## src/rtl/login_authenticator_pkg.sv

```systemverilog
// Shared definitions for the login authenticator: FSM states, display codes,
// password-region defaults and the ROM address helper. LOGIN_LOCKOUT_EN adds the LOCKED state.
package login_authenticator_pkg;

    localparam int unsigned PASS_LEN_DEF    = 32'd4;
    localparam int unsigned PASS_STRIDE_DEF = 32'd8;
    localparam int unsigned PASS_BASE       = 32'd0;

    typedef enum logic [2:0] {
        S_GET_ID   = 3'd0,
        S_GET_PASS = 3'd1,
        S_FETCH    = 3'd2,
        S_COMPARE  = 3'd3,
        S_DECIDE   = 3'd4,
        S_GRANTED  = 3'd5,
        S_DENIED   = 3'd6
`ifdef LOGIN_LOCKOUT_EN
        ,S_LOCKED  = 3'd7
`endif
    } state_e;

    typedef enum logic [3:0] {
        DISP_ID      = 4'd1,
        DISP_PASS    = 4'd2,
        DISP_CHECK   = 4'd3,
        DISP_GRANTED = 4'd4,
        DISP_DENIED  = 4'd5,
        DISP_LOCKED  = 4'd6
    } disp_e;

    function automatic logic [3:0] disp_code(input state_e s);
        disp_e d;
        case (s)
            S_GET_ID:   d = DISP_ID;
            S_GET_PASS: d = DISP_PASS;
            S_FETCH:    d = DISP_PASS;
            S_COMPARE:  d = DISP_PASS;
            S_DECIDE:   d = DISP_CHECK;
            S_GRANTED:  d = DISP_GRANTED;
            S_DENIED:   d = DISP_DENIED;
`ifdef LOGIN_LOCKOUT_EN
            S_LOCKED:   d = DISP_LOCKED;
`endif
            default:    d = DISP_ID;
        endcase
        return d;
    endfunction

    // ROM word holding digit idx of user uid's password; truncated to the 6-bit ROM space.
    function automatic logic [5:0] pass_addr(input logic [1:0] uid, input logic [2:0] idx,
                                             input int unsigned stride);
        int unsigned a;
        a = PASS_BASE + 32'(uid) * stride + 32'(idx);
        return a[5:0];
    endfunction

endpackage

```

## src/rtl/login_authenticator_if.sv

```systemverilog
// Button/switch inputs, ROM port and status outputs of the login authenticator.
// The design side uses the slave modport; the driving environment uses master.
interface login_authenticator_if;
    logic       enterPulse;
    logic       clearPulse;
    logic [3:0] digitIn;
    logic       logOutSignal;
    logic [3:0] romData;
    logic [5:0] romAddress;
    logic       loggedIn;
    logic [5:0] passBeginAddress;
    logic [1:0] userId;
    logic [2:0] digitCount;
    logic [3:0] displayState;
    logic       deniedPulse;

    modport master (
        output enterPulse, clearPulse, digitIn, logOutSignal, romData,
        input  romAddress, loggedIn, passBeginAddress, userId, digitCount,
               displayState, deniedPulse
    );

    modport slave (
        input  enterPulse, clearPulse, digitIn, logOutSignal, romData,
        output romAddress, loggedIn, passBeginAddress, userId, digitCount,
               displayState, deniedPulse
    );
endinterface

```

## src/rtl/login_authenticator_lockout_timer.sv

```systemverilog
// login_lockout_timer: counts LOCK_CYCLES clocks after start; done_o is high in the last one.
// Only present when LOGIN_LOCKOUT_EN is defined.
`ifdef LOGIN_LOCKOUT_EN
module login_lockout_timer #(
    parameter int unsigned LOCK_CYCLES = 32'd1000
) (
    input  logic clk,
    input  logic rst,
    input  logic start_i,
    output logic done_o
);
    localparam int unsigned W = (LOCK_CYCLES > 32'd1) ? $clog2(LOCK_CYCLES) : 32'd1;

    logic [W-1:0] cnt_q, cnt_d;
    logic         act_q, act_d;
    logic         done_q, done_d;

    // Next count: load on start, walk down to zero, then go idle.
    always_comb begin
        cnt_d = cnt_q;
        act_d = act_q;
        if (start_i) begin
            cnt_d = W'(LOCK_CYCLES - 32'd1);
            act_d = 1'b1;
        end else if (act_q && (cnt_q != {W{1'b0}})) begin
            cnt_d = cnt_q - W'(1);
        end else if (act_q) begin
            act_d = 1'b0;
        end else begin
            act_d = 1'b0;
        end
        done_d = act_d && (cnt_d == {W{1'b0}});
    end

    // Counter state and registered done flag.
    always_ff @(posedge clk or negedge rst) begin
        if (!rst) begin
            cnt_q  <= {W{1'b0}};
            act_q  <= 1'b0;
            done_q <= 1'b0;
        end else begin
            cnt_q  <= cnt_d;
            act_q  <= act_d;
            done_q <= done_d;
        end
    end

    assign done_o = done_q;
endmodule
`endif

```

## src/rtl/login_authenticator.sv

```systemverilog
// User-ID plus password login gate in front of the game controller.
// Define LOGIN_LOCKOUT_EN to lock the block for LOCK_CYCLES after MAX_ATTEMPTS failed logins.
module login_authenticator
    import login_authenticator_pkg::*;
#(
    parameter int unsigned NUM_USERS    = 32'd4,
    parameter int unsigned PASS_LEN     = PASS_LEN_DEF,
    parameter int unsigned PASS_STRIDE  = PASS_STRIDE_DEF
`ifdef LOGIN_LOCKOUT_EN
    ,parameter int unsigned MAX_ATTEMPTS = 32'd3
    ,parameter int unsigned LOCK_CYCLES  = 32'd1000
`endif
) (
    input  logic                  clk,
    input  logic                  rst,
    login_authenticator_if.slave  bus
);
    if ((NUM_USERS < 32'd1) || (NUM_USERS > 32'd4) || (PASS_LEN < 32'd1) || (PASS_LEN > 32'd7) ||
        (PASS_BASE + (NUM_USERS - 32'd1) * PASS_STRIDE + PASS_LEN - 32'd1 > 32'd63)) begin : g_bad_cfg
        $error("login_authenticator: password region does not fit the 6-bit ROM address");
    end

    state_e     state_q, state_d;
    logic [1:0] user_q, user_d;
    logic [2:0] cnt_q, cnt_d;
    logic [3:0] digit_q, digit_d;
    logic       mism_q, mism_d;
    logic [5:0] addr_q, addr_d;
    logic       logged_q, logged_d;
    logic [5:0] pba_q, pba_d;
    logic       den_q, den_d;
    logic [3:0] disp_q, disp_d;
    logic       clear_ok_s;

`ifdef LOGIN_LOCKOUT_EN
    localparam int unsigned AW = $clog2(MAX_ATTEMPTS + 32'd1);
    logic [AW-1:0] att_q, att_d;
    logic          lock_start_s, lock_done_s;

    assign clear_ok_s   = (state_q != S_GRANTED) && (state_q != S_LOCKED);
    assign lock_start_s = (state_q != S_LOCKED) && (state_d == S_LOCKED);

    login_lockout_timer #(.LOCK_CYCLES(LOCK_CYCLES)) u_lock_timer (
        .clk     (clk),
        .rst     (rst),
        .start_i (lock_start_s),
        .done_o  (lock_done_s)
    );
`else
    assign clear_ok_s = (state_q != S_GRANTED);
`endif

    // Next-state and next-output logic; clearPulse outranks every other event.
    always_comb begin
        state_d  = state_q;
        user_d   = user_q;
        cnt_d    = cnt_q;
        digit_d  = digit_q;
        mism_d   = mism_q;
        addr_d   = addr_q;
        logged_d = logged_q;
        pba_d    = pba_q;
        den_d    = 1'b0;
`ifdef LOGIN_LOCKOUT_EN
        att_d    = att_q;
`endif
        if (bus.clearPulse && clear_ok_s) begin
            state_d = S_GET_ID;
            cnt_d   = 3'd0;
            mism_d  = 1'b0;
        end else begin
            case (state_q)
                S_GET_ID: begin
                    if (bus.enterPulse && ({28'd0, bus.digitIn} < NUM_USERS)) begin
                        user_d  = bus.digitIn[1:0];
                        cnt_d   = 3'd0;
                        mism_d  = 1'b0;
                        state_d = S_GET_PASS;
                    end else begin
                        state_d = S_GET_ID;
                    end
                end
                S_GET_PASS: begin
                    if (bus.enterPulse) begin
                        digit_d = bus.digitIn;
                        addr_d  = pass_addr(user_q, cnt_q, PASS_STRIDE);
                        state_d = S_FETCH;
                    end else begin
                        state_d = S_GET_PASS;
                    end
                end
                S_FETCH: state_d = S_COMPARE;
                S_COMPARE: begin
                    // Non-decimal digits can never be valid, whatever the ROM holds.
                    mism_d = mism_q | (digit_q != bus.romData) | (digit_q > 4'd9);
                    cnt_d  = cnt_q + 3'd1;
                    if ((32'(cnt_q) + 32'd1) == PASS_LEN) begin
                        state_d = S_DECIDE;
                    end else begin
                        state_d = S_GET_PASS;
                    end
                end
                S_DECIDE: begin
                    if (!mism_q) begin
                        state_d  = S_GRANTED;
                        logged_d = 1'b1;
                        pba_d    = pass_addr(user_q, 3'd0, PASS_STRIDE);
`ifdef LOGIN_LOCKOUT_EN
                        att_d    = {AW{1'b0}};
`endif
                    end else begin
                        state_d = S_DENIED;
                        den_d   = 1'b1;
`ifdef LOGIN_LOCKOUT_EN
                        att_d   = att_q + AW'(1);
`endif
                    end
                end
                S_DENIED: begin
                    cnt_d  = 3'd0;
                    mism_d = 1'b0;
`ifdef LOGIN_LOCKOUT_EN
                    if (32'(att_q) >= MAX_ATTEMPTS) begin
                        state_d = S_LOCKED;
                    end else begin
                        state_d = S_GET_PASS;
                    end
`else
                    state_d = S_GET_PASS;
`endif
                end
                S_GRANTED: begin
                    if (bus.logOutSignal) begin
                        state_d  = S_GET_ID;
                        logged_d = 1'b0;
                        pba_d    = 6'd0;
                        cnt_d    = 3'd0;
                        mism_d   = 1'b0;
                    end else begin
                        state_d = S_GRANTED;
                    end
                end
`ifdef LOGIN_LOCKOUT_EN
                S_LOCKED: begin
                    if (lock_done_s) begin
                        state_d = S_GET_ID;
                        att_d   = {AW{1'b0}};
                    end else begin
                        state_d = S_LOCKED;
                    end
                end
`endif
                default: begin
                    state_d = S_GET_ID;
                    cnt_d   = 3'd0;
                    mism_d  = 1'b0;
                end
            endcase
        end
        disp_d = disp_code(state_d);
    end

    // FSM and output registers.
    always_ff @(posedge clk or negedge rst) begin
        if (!rst) begin
            state_q  <= S_GET_ID;
            user_q   <= 2'd0;
            cnt_q    <= 3'd0;
            digit_q  <= 4'd0;
            mism_q   <= 1'b0;
            addr_q   <= 6'd0;
            logged_q <= 1'b0;
            pba_q    <= 6'd0;
            den_q    <= 1'b0;
            disp_q   <= 4'd1;
`ifdef LOGIN_LOCKOUT_EN
            att_q    <= {AW{1'b0}};
`endif
        end else begin
            state_q  <= state_d;
            user_q   <= user_d;
            cnt_q    <= cnt_d;
            digit_q  <= digit_d;
            mism_q   <= mism_d;
            addr_q   <= addr_d;
            logged_q <= logged_d;
            pba_q    <= pba_d;
            den_q    <= den_d;
            disp_q   <= disp_d;
`ifdef LOGIN_LOCKOUT_EN
            att_q    <= att_d;
`endif
        end
    end

    assign bus.romAddress       = addr_q;
    assign bus.loggedIn         = logged_q;
    assign bus.passBeginAddress = pba_q;
    assign bus.userId           = user_q;
    assign bus.digitCount       = cnt_q;
    assign bus.displayState     = disp_q;
    assign bus.deniedPulse      = den_q;
endmodule

```

## src/flat_wrapper.sv

```systemverilog
// flat-port wrapper written by rule: the top's interface ports become plain ports
module login_authenticator_flat import login_authenticator_pkg::*;
#(
    parameter int unsigned NUM_USERS    = 32'd4,
    parameter int unsigned PASS_LEN     = PASS_LEN_DEF,
    parameter int unsigned PASS_STRIDE  = PASS_STRIDE_DEF

)
  (clk, rst, bus_enterPulse, bus_clearPulse, bus_digitIn, bus_logOutSignal, bus_romData, bus_romAddress, bus_loggedIn, bus_passBeginAddress, bus_userId, bus_digitCount, bus_displayState, bus_deniedPulse);
  login_authenticator_if bus_i ();
  input  logic clk;
  input  logic rst;
  input wire logic [$bits(bus_i.enterPulse)-1:0] bus_enterPulse;
  input wire logic [$bits(bus_i.clearPulse)-1:0] bus_clearPulse;
  input wire logic [$bits(bus_i.digitIn)-1:0] bus_digitIn;
  input wire logic [$bits(bus_i.logOutSignal)-1:0] bus_logOutSignal;
  input wire logic [$bits(bus_i.romData)-1:0] bus_romData;
  output wire logic [$bits(bus_i.romAddress)-1:0] bus_romAddress;
  output wire logic [$bits(bus_i.loggedIn)-1:0] bus_loggedIn;
  output wire logic [$bits(bus_i.passBeginAddress)-1:0] bus_passBeginAddress;
  output wire logic [$bits(bus_i.userId)-1:0] bus_userId;
  output wire logic [$bits(bus_i.digitCount)-1:0] bus_digitCount;
  output wire logic [$bits(bus_i.displayState)-1:0] bus_displayState;
  output wire logic [$bits(bus_i.deniedPulse)-1:0] bus_deniedPulse;
  assign bus_i.enterPulse = bus_enterPulse;
  assign bus_i.clearPulse = bus_clearPulse;
  assign bus_i.digitIn = bus_digitIn;
  assign bus_i.logOutSignal = bus_logOutSignal;
  assign bus_i.romData = bus_romData;
  assign bus_romAddress = bus_i.romAddress;
  assign bus_loggedIn = bus_i.loggedIn;
  assign bus_passBeginAddress = bus_i.passBeginAddress;
  assign bus_userId = bus_i.userId;
  assign bus_digitCount = bus_i.digitCount;
  assign bus_displayState = bus_i.displayState;
  assign bus_deniedPulse = bus_i.deniedPulse;
  login_authenticator #(.NUM_USERS(NUM_USERS), .PASS_LEN(PASS_LEN), .PASS_STRIDE(PASS_STRIDE)) u_core (.clk(clk), .rst(rst), .bus(bus_i));
endmodule
```

## config.mk

```make
export PLATFORM = sky130hd
export DESIGN_NAME = login_authenticator_flat
export DESIGN_NICKNAME = d
export VERILOG_FILES = /design/src/rtl/login_authenticator_pkg.sv /design/src/rtl/login_authenticator_if.sv /design/src/rtl/login_authenticator_lockout_timer.sv /design/src/rtl/login_authenticator.sv /design/src/flat_wrapper.sv
export SDC_FILE = /design/constraint.sdc
export NUM_CORES = 1
export LEC_CHECK = 0
export ABC_CLOCK_PERIOD_IN_PS = 1850
export CORE_MARGIN = 5
export CORE_UTILIZATION = 48
export DETAILED_ROUTE_END_ITERATION = 10
export PLACE_DENSITY = 0.79
export SLEW_MARGIN = 10
export SYNTH_ARGS = -nofsm -noshare
export SYNTH_HDL_FRONTEND = slang
export SYNTH_SLANG_ARGS = --single-unit
```

## constraint.sdc

```tcl
create_clock -name clk -period 1.85 [get_ports clk]
set_input_delay 0.185 -clock clk [delete_from_list [all_inputs] [get_ports clk]]
set_output_delay 0.185 -clock clk [all_outputs]
set_load 0.03 [all_outputs]
```

# After elaboration in Yosys (flattened, before gate mapping)
# Index checks and enable logic that the tools add are counted.
[op_classes]
add_sub_neg = 3
multipliers = 0
n_div = 0
n_lt_le_gt_ge = 2
n_eq_ne = 20
shifts = 0
muxes = 24
n_bitwise = 3
n_reduce_logical = 10
[op_table]
columns = ["cell", "count"]
rows = [
  ["equality test 32 x 3 -> 1 bit (second input constant)", 1],
  ["one-hot mux 3 bit (4 select lines)", 2],
  ["one-hot mux 3 bit (7 select lines)", 1],
  ["equality test 3 bit (second input constant)", 6],
  ["two-way mux 3 bit", 6],
  ["equality test 3 x 2 -> 1 bit (second input constant)", 4],
  ["two-way mux 6 bit", 2],
  ["one-hot mux 6 bit (2 select lines)", 1],
  ["AND reduction 3 bit", 3],
  ["two-way mux 1 bit", 8],
  ["adder 5 x 3 -> 6 bit", 1],
  ["equality test 3 x 1 -> 1 bit (second input constant)", 2],
  ["OR reduction 3 bit", 2],
  ["adder 3 x 1 -> 4 bit (second input constant)", 1],
  ["> comparator 4 bit (second input constant)", 1],
  ["< comparator 4 x 3 -> 1 bit (second input constant)", 1],
  ["two-way mux 2 bit", 2],
  ["inequality test 2 bit (second input constant)", 2],
  ["inequality test 4 bit", 1],
  ["one-hot mux 1 bit (4 select lines)", 1],
  ["AND reduction 4 bit", 1],
  ["adder 3 x 1 -> 3 bit (second input constant)", 1],
  ["zero test 3 bit", 1],
  ["inequality test 3 x 1 -> 1 bit (second input constant)", 1],
  ["other kinds (8)", 10],
]
[totals]
register_bits = 30
latch_bits = 0
mem_bits_rw = 0
rom_bits = 0
in_bits = 13
out_inout_bits = 23
word_cells = 72
memories = 0

# Depth between registers and ports, before layout
# Gate-level depths: netlist of the first run.
[depth]
ltp_word = 8
ltp_mapped = 5
depth_no_buf = 5

# Worst setup path before layout of the first run
# Ideal clock, no wire load.
[synth_path]
path_type = "register -> register"
startpoint = "register u_core.cnt_q[0] (netlist: u_core.bus.digitCount[0])"
endpoint = "register u_core.disp_q[2] (netlist: u_core.bus.displayState[2])"
setup_time_ps = 94
arrival_time_ps = 1755
t_required_ps = 1756
path_slack_ps = 1
stages_incl_launch_ff = 6
n_path_buf = 0
period_less_slack_ps = 1849
cell_sequence = "dfrtp_1 > ha_1 > nor2b_1 > a21oi_1 > or3b_2 > a221oi_2"
[synth_via]
elab_chain_cells = 8
word_cells_on_any_way = 13
classes_between = "1 x add/sub; 7 x eq/ne; 4 x mux; 1 x reduce/logical"
[synth_lines]
columns = ["element", "line_no", "source"]
rows = [
  ["from (decl)", "login_authenticator.sv:25", "logic [2:0] cnt_q, cnt_d;"],
  ["from (signal assigned)", "login_authenticator.sv:182", "cnt_q <= cnt_d;"],
  ["adder 3 x 1 -> 4 bit (*)", "login_authenticator.sv:97", "if ((32'(cnt_q) + 32'd1) == PASS_LEN) begin"],
  ["equality test 32 x 3 -> 1 bit (*)", "login_authenticator.sv:97", ""],
  ["two-way mux 3 bit (*)", "login_authenticator.sv:97", ""],
  ["one-hot mux 3 bit (7 select lines) (*)", "login_authenticator.sv:72", "case (state_q)"],
  ["two-way mux 3 bit (*)", "login_authenticator.sv:67", "if (bus.clearPulse && clear_ok_s) begin"],
  ["equality test 3 x 1 -> 1 bit or equality test 3 x 2 -> 1 bit (tied branches)", "login_authenticator_pkg.sv:33", "case (s)"],
  ["OR reduction 3 bit (no line)", "n/a", ""],
  ["one-hot mux 3 bit (4 select lines) (*)", "login_authenticator_pkg.sv:33", ""],
  ["net u_core.disp_d[2]", "login_authenticator.sv:32", "logic [3:0] disp_q, disp_d;"],
  ["to (signal assigned)", "login_authenticator.sv:189", "disp_q <= disp_d;"],
  ["to (decl)", "login_authenticator.sv:32", ""],
]
# Mark *: on every way through the listed nets, which the timed path passes. The rest lies on a longest branch.
# A chain may end at the register's enable or synchronous reset.

# Final worst setup path of the first run
[layout_path]
startpoint = "register u_core.state_q[2]"
endpoint = "register u_core.digit_q[0]"
[layout_via]
elab_chain_cells = 4
word_cells_on_any_way = 5
classes_between = "2 x eq/ne; 1 x bitwise; 2 x reduce/logical"
[layout_lines]
columns = ["element", "line_no", "source"]
rows = [
  ["from (decl)", "login_authenticator.sv:23", "state_e state_q, state_d;"],
  ["from (signal assigned)", "login_authenticator.sv:180", "state_q <= state_d;"],
  ["inequality test 3 bit", "login_authenticator.sv:50", "assign clear_ok_s = (state_q != S_GRANTED);"],
  ["logical AND 1 bit", "login_authenticator.sv:67", ""],
  ["NOT 1 bit (no line)", "n/a", ""],
  ["AND reduction 3 bit (no line) (*)", "n/a", ""],
  ["to (signal assigned)", "login_authenticator.sv:183", "digit_q <= digit_d;"],
  ["to (decl)", "login_authenticator.sv:26", "logic [3:0] digit_q, digit_d;"],
]
# Mark *: on every way between the ends. The rest lies on a longest branch, timed or not.

==> out/results.txt, run 1 <==
H-tree Lvls - 1
Fmax achieved - 541.3 MHz
first-pass GRT wire length - 5.478 mm
setup ws final - 2.714 ps
met1 WL - 1.426 mm
setup violators final - 0
EDFF count, synth - 0
synth unique cells - 44
count of pins over their slew limit - 0
total grt overflow - 0
Total Routing Usage GR - 0.1642
placeable core area - 0.002781 mm2
asr flop ratio synth - 1.000
Met2 Wirelength - 1.609 mm
worst reg2reg startpoint - u_core.state_q[2]
crit-path max FO - 4
syn_area_per_cell - 10.89 um2
R2R cell count - 5
ys flop type - dfrtp_1
P_leak - 0.0007848 uW
mapped cell area - 0.001405 mm2
crit path DAT - 2070 ps
crit path launch - u_core.state_q[2]
most frequent cells in the layout - 29 x clkdlybuf4s50_1, 22 x dfrtp_1, 12 x mux2_2, 12 x buf_4, 11 x nand2_1
Worst Skew - 11.71 ps
WL met3 - 215 um
Total Wirelength - 3.297 mm
vias after detailed routing - 1163
die area - 0.004109 mm2
CP Capture Point - u_core.digit_q[0]
PwrDens - 729.9 mW/mm2
CP Capture Type - register
total inserted antenna cells - 0
placed instance count - 195
most common cell after layout, fill and taps aside - clkdlybuf4s50_1
drt drc - 0
highest routed layer - met4
Core Rows - 19
Port Buffers - 29
cells after synthesis - 129
Chip Width - 64.11 um
Final Non-Filler Cells - 202
Root Buffer - clkbuf_4
FF-to-FF End - u_core.digit_q[0]
Reg2Reg Setup Slack - 3 ps
Post-layout nets - 187
Multi-input gate area - 792.0 um2
Avg Vias per Cell - 5.757
routed wire length per instance - 16.32 um
initial drt markers - 34
worst-skew pair later-pin latency - 320 ps
Initial Utilization - 0.5052
Ports - 36
Hold Path Class - in -> async
largest stage delay on the critical path - 460 ps
largest net degree at the start of global routing - 20
TritonCTS Buffers - 3
worst-path cell chain - buf_6 -> or3b_4 -> a31oi_4 -> o211ai_2 -> mux2_2
fin crit period - 1847 ps
gpl congestion - 0.8474
share of layout cells above drive strength 1 - 0.2807
total power - 1376 uW
Final Util - 0.6779
area delta synth->final - 34.19%
CP max stage cell - dfrtp_1
Setup crit start kind - register
final period utilization - 0.9985
sequential share of the synthesized area - 0.4461
unrepaired setup endpoints after global routing - true
# clock sinks - 25
remaining antenna violation count after routing - 0
antenna violations before repair - 0
vias in the first global route - 1158
TNS Setup - 0 ps
sequential cell area - 629.4 um2
status - completed
Crit Path Class - reg -> reg
Yosys warnings - 0
Max Buffers Root-to-Sink - 2
number of fillers in the final layout - 219
Final Hold Viols - 0
peak supply drop - 718.0 uV
hpwl dp - 2.546 mm
synthesis-stage register bit count - 25
clock-pin transition on the worst setup and hold timing paths - 150 ps
max cap viols - 0
Die Height - 64.11 um
First-pass DRT Iterations - 4
Critical Path RT - 2070 ps
TritonCTS clock tree - built
pre-CTS WS - -128.0 ps
[synthesized netlist by cell type (all sizes together) (3+ instances only)]
cell type | count | area [um2]
a21oi | 7 | 35.03
nor3 | 3 | 20.02
mux2 | 13 | 146.4
nand2 | 11 | 41.29
nor2b | 5 | 31.28
a31oi | 3 | 33.78
dfrtp | 24 | 600.6
nand4bb | 3 | 33.78
o21ai | 7 | 35.03
nand2b | 7 | 43.79
buf | 8 | 55.05
nor2 | 4 | 15.01
[through the flow]
step | hold WS [ps] | instance area [um2]
global route | 85.09 | 1886
floorplan | -110.6 | 1424
CTS | 99.49 | 1803
finish | 92.87 | 1886
detailed placement | 468.6 | 1773
global placement | 457.9 | 1773
[routing by layer]
layer,vias to the layer above,GRT usage
li1,553,-
met1,555,0.2161
met2,49,0.2638
met3,6,0.04028
met4,0,0.05598
met5,-,0
[repair_timing]
| action | CTS | global route |
|---|---|---|
| resized for setup | 0 | 16 |
| buffers inserted | 0 | 2 |
| hold buffers | 0 | 0 |
| setup endpoints to repair | 0 | 14 |
[worst min-delay path by stage]
stage	startpoint	to	slack [ps]
6_report	rst	u_core.state_q[2]	90
5_1_grt	rst	u_core.state_q[0]	90
4_1_cts	rst	u_core.state_q[2]	100
3_5_place_dp	rst	u_core.state_q[2]	470
3_3_place_gp	rst	u_core.state_q[2]	460
2_1_floorplan	rst	u_core.bus.deniedPulse	-110
[layout make-up]
class,instances,area share
Tap cell,31,0.02057
Inverter,1,0.001991
Timing Repair Buffer,42,0.2077
Sequential cell,25,0.3338
Clock inverter,1,0.003981
Multi-Input combinational cell,99,0.4200
Clock buffer,3,0.01194
[registers in the layout, summed over array words and instances (netlist names)]
| signal | flops |
|---|---|
| u_core.bus.displayState | 3 |
| u_core.digit_q | 4 |
| u_core.bus.digitCount | 3 |
| u_core.mism_q | 1 |
| u_core.bus.romAddress | 5 |
| u_core.bus.deniedPulse | 1 |
| u_core.bus.passBeginAddress | 2 |
| u_core.state_q | 3 |
| u_core.bus.userId | 2 |
| u_core.bus.loggedIn | 1 |
[worst max-delay path, delay by kind of cell (launching register included)]
kind	cells	cell delay, ps
multiplexers	1	320
buffers and inverters	1	140
AND/OR/NAND/NOR	1	380
flip-flops	1	460
AO/OA/AOI/OAI	2	450
[kinds of logic (layout without fill, tap and decap cells)]
family	Yosys count	count (layout)	share of synthesized area
adder cells (fa/ha/maj)	2	2	0.01781
AO/OA/AOI/OAI	29	30	0.1603
buffers and inverters	11	47	0.04719
XOR/XNOR	2	2	0.01247
multiplexers	13	13	0.1042
other	1	6	0.002669
AND/OR/NAND/NOR	46	46	0.2093
flip-flops	25	25	0.4461
[report_power, final]
group | switching (uW) | internal, uW
clock | 169 | 82.5
sequential | 66.3 | 630
combinational | 219 | 210
Note: power is estimated with default switching activity, not from simulation.
==> run 2, diff against run 1 <==
- SKIP_CTS_REPAIR_TIMING: unset -> 1
==> results of run 2 <==
No change in the layout: final DEF, timing and power equal those of run 1.
==> run 3, diff against run 2 <==
- CAP_MARGIN: unset -> 20
- CORE_MARGIN: 5 -> 10
==> out/results.txt, run 3 (synthesized netlist as in run 1, its figures left out) <==
Total Wirelength - 3.506 mm (was 3.297 mm)
Max Buffers Root-to-Sink - 2 (unchanged)
Final Hold Viols - 0 (unchanged)
Crit Path Class - reg -> reg (unchanged)
count of pins over their slew limit - 0 (unchanged)
Final Util - 0.6757 (was 0.6779)
vias in the first global route - 1204 (was 1158)
crit-path max FO - 7 (was 4)
Critical Path RT - 2060 ps (was 2070 ps)
sequential cell area - 630.6 um2 (was 629.4 um2)
placeable core area - 0.002781 mm2 (unchanged)
pre-CTS WS - -129.5 ps (was -128.0 ps)
clock-pin transition on the worst setup and hold timing paths - 150 ps (about the same)
largest stage delay on the critical path - 560 ps (was 460 ps)
H-tree Lvls - 1 (unchanged)
TritonCTS clock tree - built (unchanged)
Initial Utilization - 0.5052 (unchanged)
most common cell after layout, fill and taps aside - clkdlybuf4s50_1 (unchanged)
Total Routing Usage GR - 0.1297 (was 0.1642)
Multi-input gate area - 750.7 um2 (was 792.0 um2)
vias after detailed routing - 1180 (was 1163)
most frequent cells in the layout - 29 x clkdlybuf4s50_1, 21 x dfrtp_1, 18 x buf_4 (was 29 x clkdlybuf4s50_1, 22 x dfrtp_1, 12 x mux2_2, 12 x buf_4, 11 x nand2_1)
placed instance count - 198 (was 195)
drt drc - 0 (unchanged)
status - completed (unchanged)
# clock sinks - 25 (unchanged)
setup ws final - 42.17 ps (was 2.714 ps)
routed wire length per instance - 17.02 um (was 16.32 um)
Final Non-Filler Cells - 206 (was 202)
Setup crit start kind - register (unchanged)
post-placement cell area - 0.001795 mm2 (was 0.001773 mm2)
Post-layout nets - 191 (was 187)
fin crit period - 1808 ps (was 1847 ps)
First-pass DRT Iterations - 4 (unchanged)
worst-path cell chain - or4b_4 -> a32o_1 -> a221oi_1 -> o21ai_1 (was buf_6 -> or3b_4 -> a31oi_4 -> o211ai_2 -> mux2_2)
total inserted antenna cells - 0 (unchanged)
worst-skew pair later-pin latency - 330 ps (was 320 ps)
gpl congestion - 0.8533 (was 0.8474)
first-pass GRT wire length - 5.754 mm (was 5.478 mm)
Avg Vias per Cell - 5.728 (was 5.757)
Core Rows - 19 (unchanged)
peak supply drop - 868.2 uV (was 718.0 uV)
TritonCTS Buffers - 3 (unchanged)
Port Buffers - 29 (unchanged)
Ports - 36 (unchanged)
share of layout cells above drive strength 1 - 0.2800 (was 0.2807)
CP Capture Type - register (unchanged)
P_leak - 0.0007882 uW (was 0.0007848 uW)
max reg flops - 5 (unchanged)
final period utilization - 0.9772 (was 0.9985)
die area - 0.005492 mm2 (was 0.004109 mm2)
Die Height - 74.11 um (was 64.11 um)
Root Buffer - clkbuf_4 (unchanged)
Chip Width - 74.11 um (was 64.11 um)
crit path DAT - 2020 ps (was 2070 ps)
remaining antenna violation count after routing - 0 (unchanged)
PwrDens - 737.4 mW/mm2 (was 729.9 mW/mm2)
CP max stage cell - or4b_4 (was dfrtp_1)
TNS Setup - 0 ps (unchanged)
area delta synth->final - 33.75% (was 34.19%)
max cap viols - 0 (unchanged)
Hold Path Class - in -> async (unchanged)
Worst Skew - 7.304 ps (was 11.71 ps)
antenna violations before repair - 0 (unchanged)
hpwl dp - 2.724 mm (was 2.546 mm)
total grt overflow - 0 (unchanged)
final instance area - 0.001879 mm2 (was 0.001886 mm2)
largest net degree at the start of global routing - 26 (was 20)
number of fillers in the final layout - 221 (was 219)
Fmax achieved - 553.1 MHz (was 541.3 MHz)
setup violators final - 0 (unchanged)
initial drt markers - 60 (was 34)
==> run 3: cell count changes in the layout (fill, tap and decap cells not counted), sizes merged <==
cell    change
o211ai      -1
buf         +5
==> run 3: worst paths after layout <==
check                                          startpoint                              to  slack (ps)  cells past startpoint
max                                     u_core.state_q[2]        u_core.bus.digitCount[2]          40                      4
min                                                   rst      u_core.bus.displayState[2]         200                      2
max reg2reg                             u_core.state_q[2]        u_core.bus.digitCount[2]          40                      4
min reg2reg                u_core.bus.passBeginAddress[3]  u_core.bus.passBeginAddress[3]         500                      2
max in group asynchronous                             rst      u_core.bus.displayState[0]        1360                      2
min in group clk                           bus_digitIn[1]            u_core.bus.userId[1]         490                      2
==> run 3: where the power goes <==
| group | switching (uW) | leakage [uW] | internal [uW] |
|---|---|---|---|
| Sequential | 67.9 | 0.000325 | 630 |
| Combinational | 213 | 0.000450 | 213 |
| Clock | 178 | 0.0000139 | 82.8 |
| Total | 459 | 0.000788 | 926 |
==> run 3: layout make-up <==
cell class                 instances  area share
multi-input combinational         98      0.3995
sequential                        25      0.3356
timing repair buffer              47      0.2264
tap                               31     0.02064
clock buffer                       3     0.01198
clock inverter                     1    0.003995
inverter                           1    0.001997
==> run 3: per-stage QoR <==
stage	hold slack [ps]	total power, uW
2_1_floorplan	-110.6	954.2
3_3_place_gp	462.7	1116
3_5_place_dp	474.2	1133
4_1_cts	197.1	1391
5_1_grt	219.8	1457
6_report	195.2	1386
==> run 3: per-layer routing <==
metal,track usage,vias up,part of all wire
met5,0,-,0
met4,0.02484,0,0.0080
met3,0.05053,5,0.11
met2,0.2178,52,0.49
met1,0.1542,568,0.39
li1,-,555,-
==> run 3: critical path: cells and delay by family, from the launching register on <==
family           cells  cell delay (ps)
AND/OR/NAND/NOR      1              560
AO/OA/AOI/OAI        3              640
flip-flops           1              490
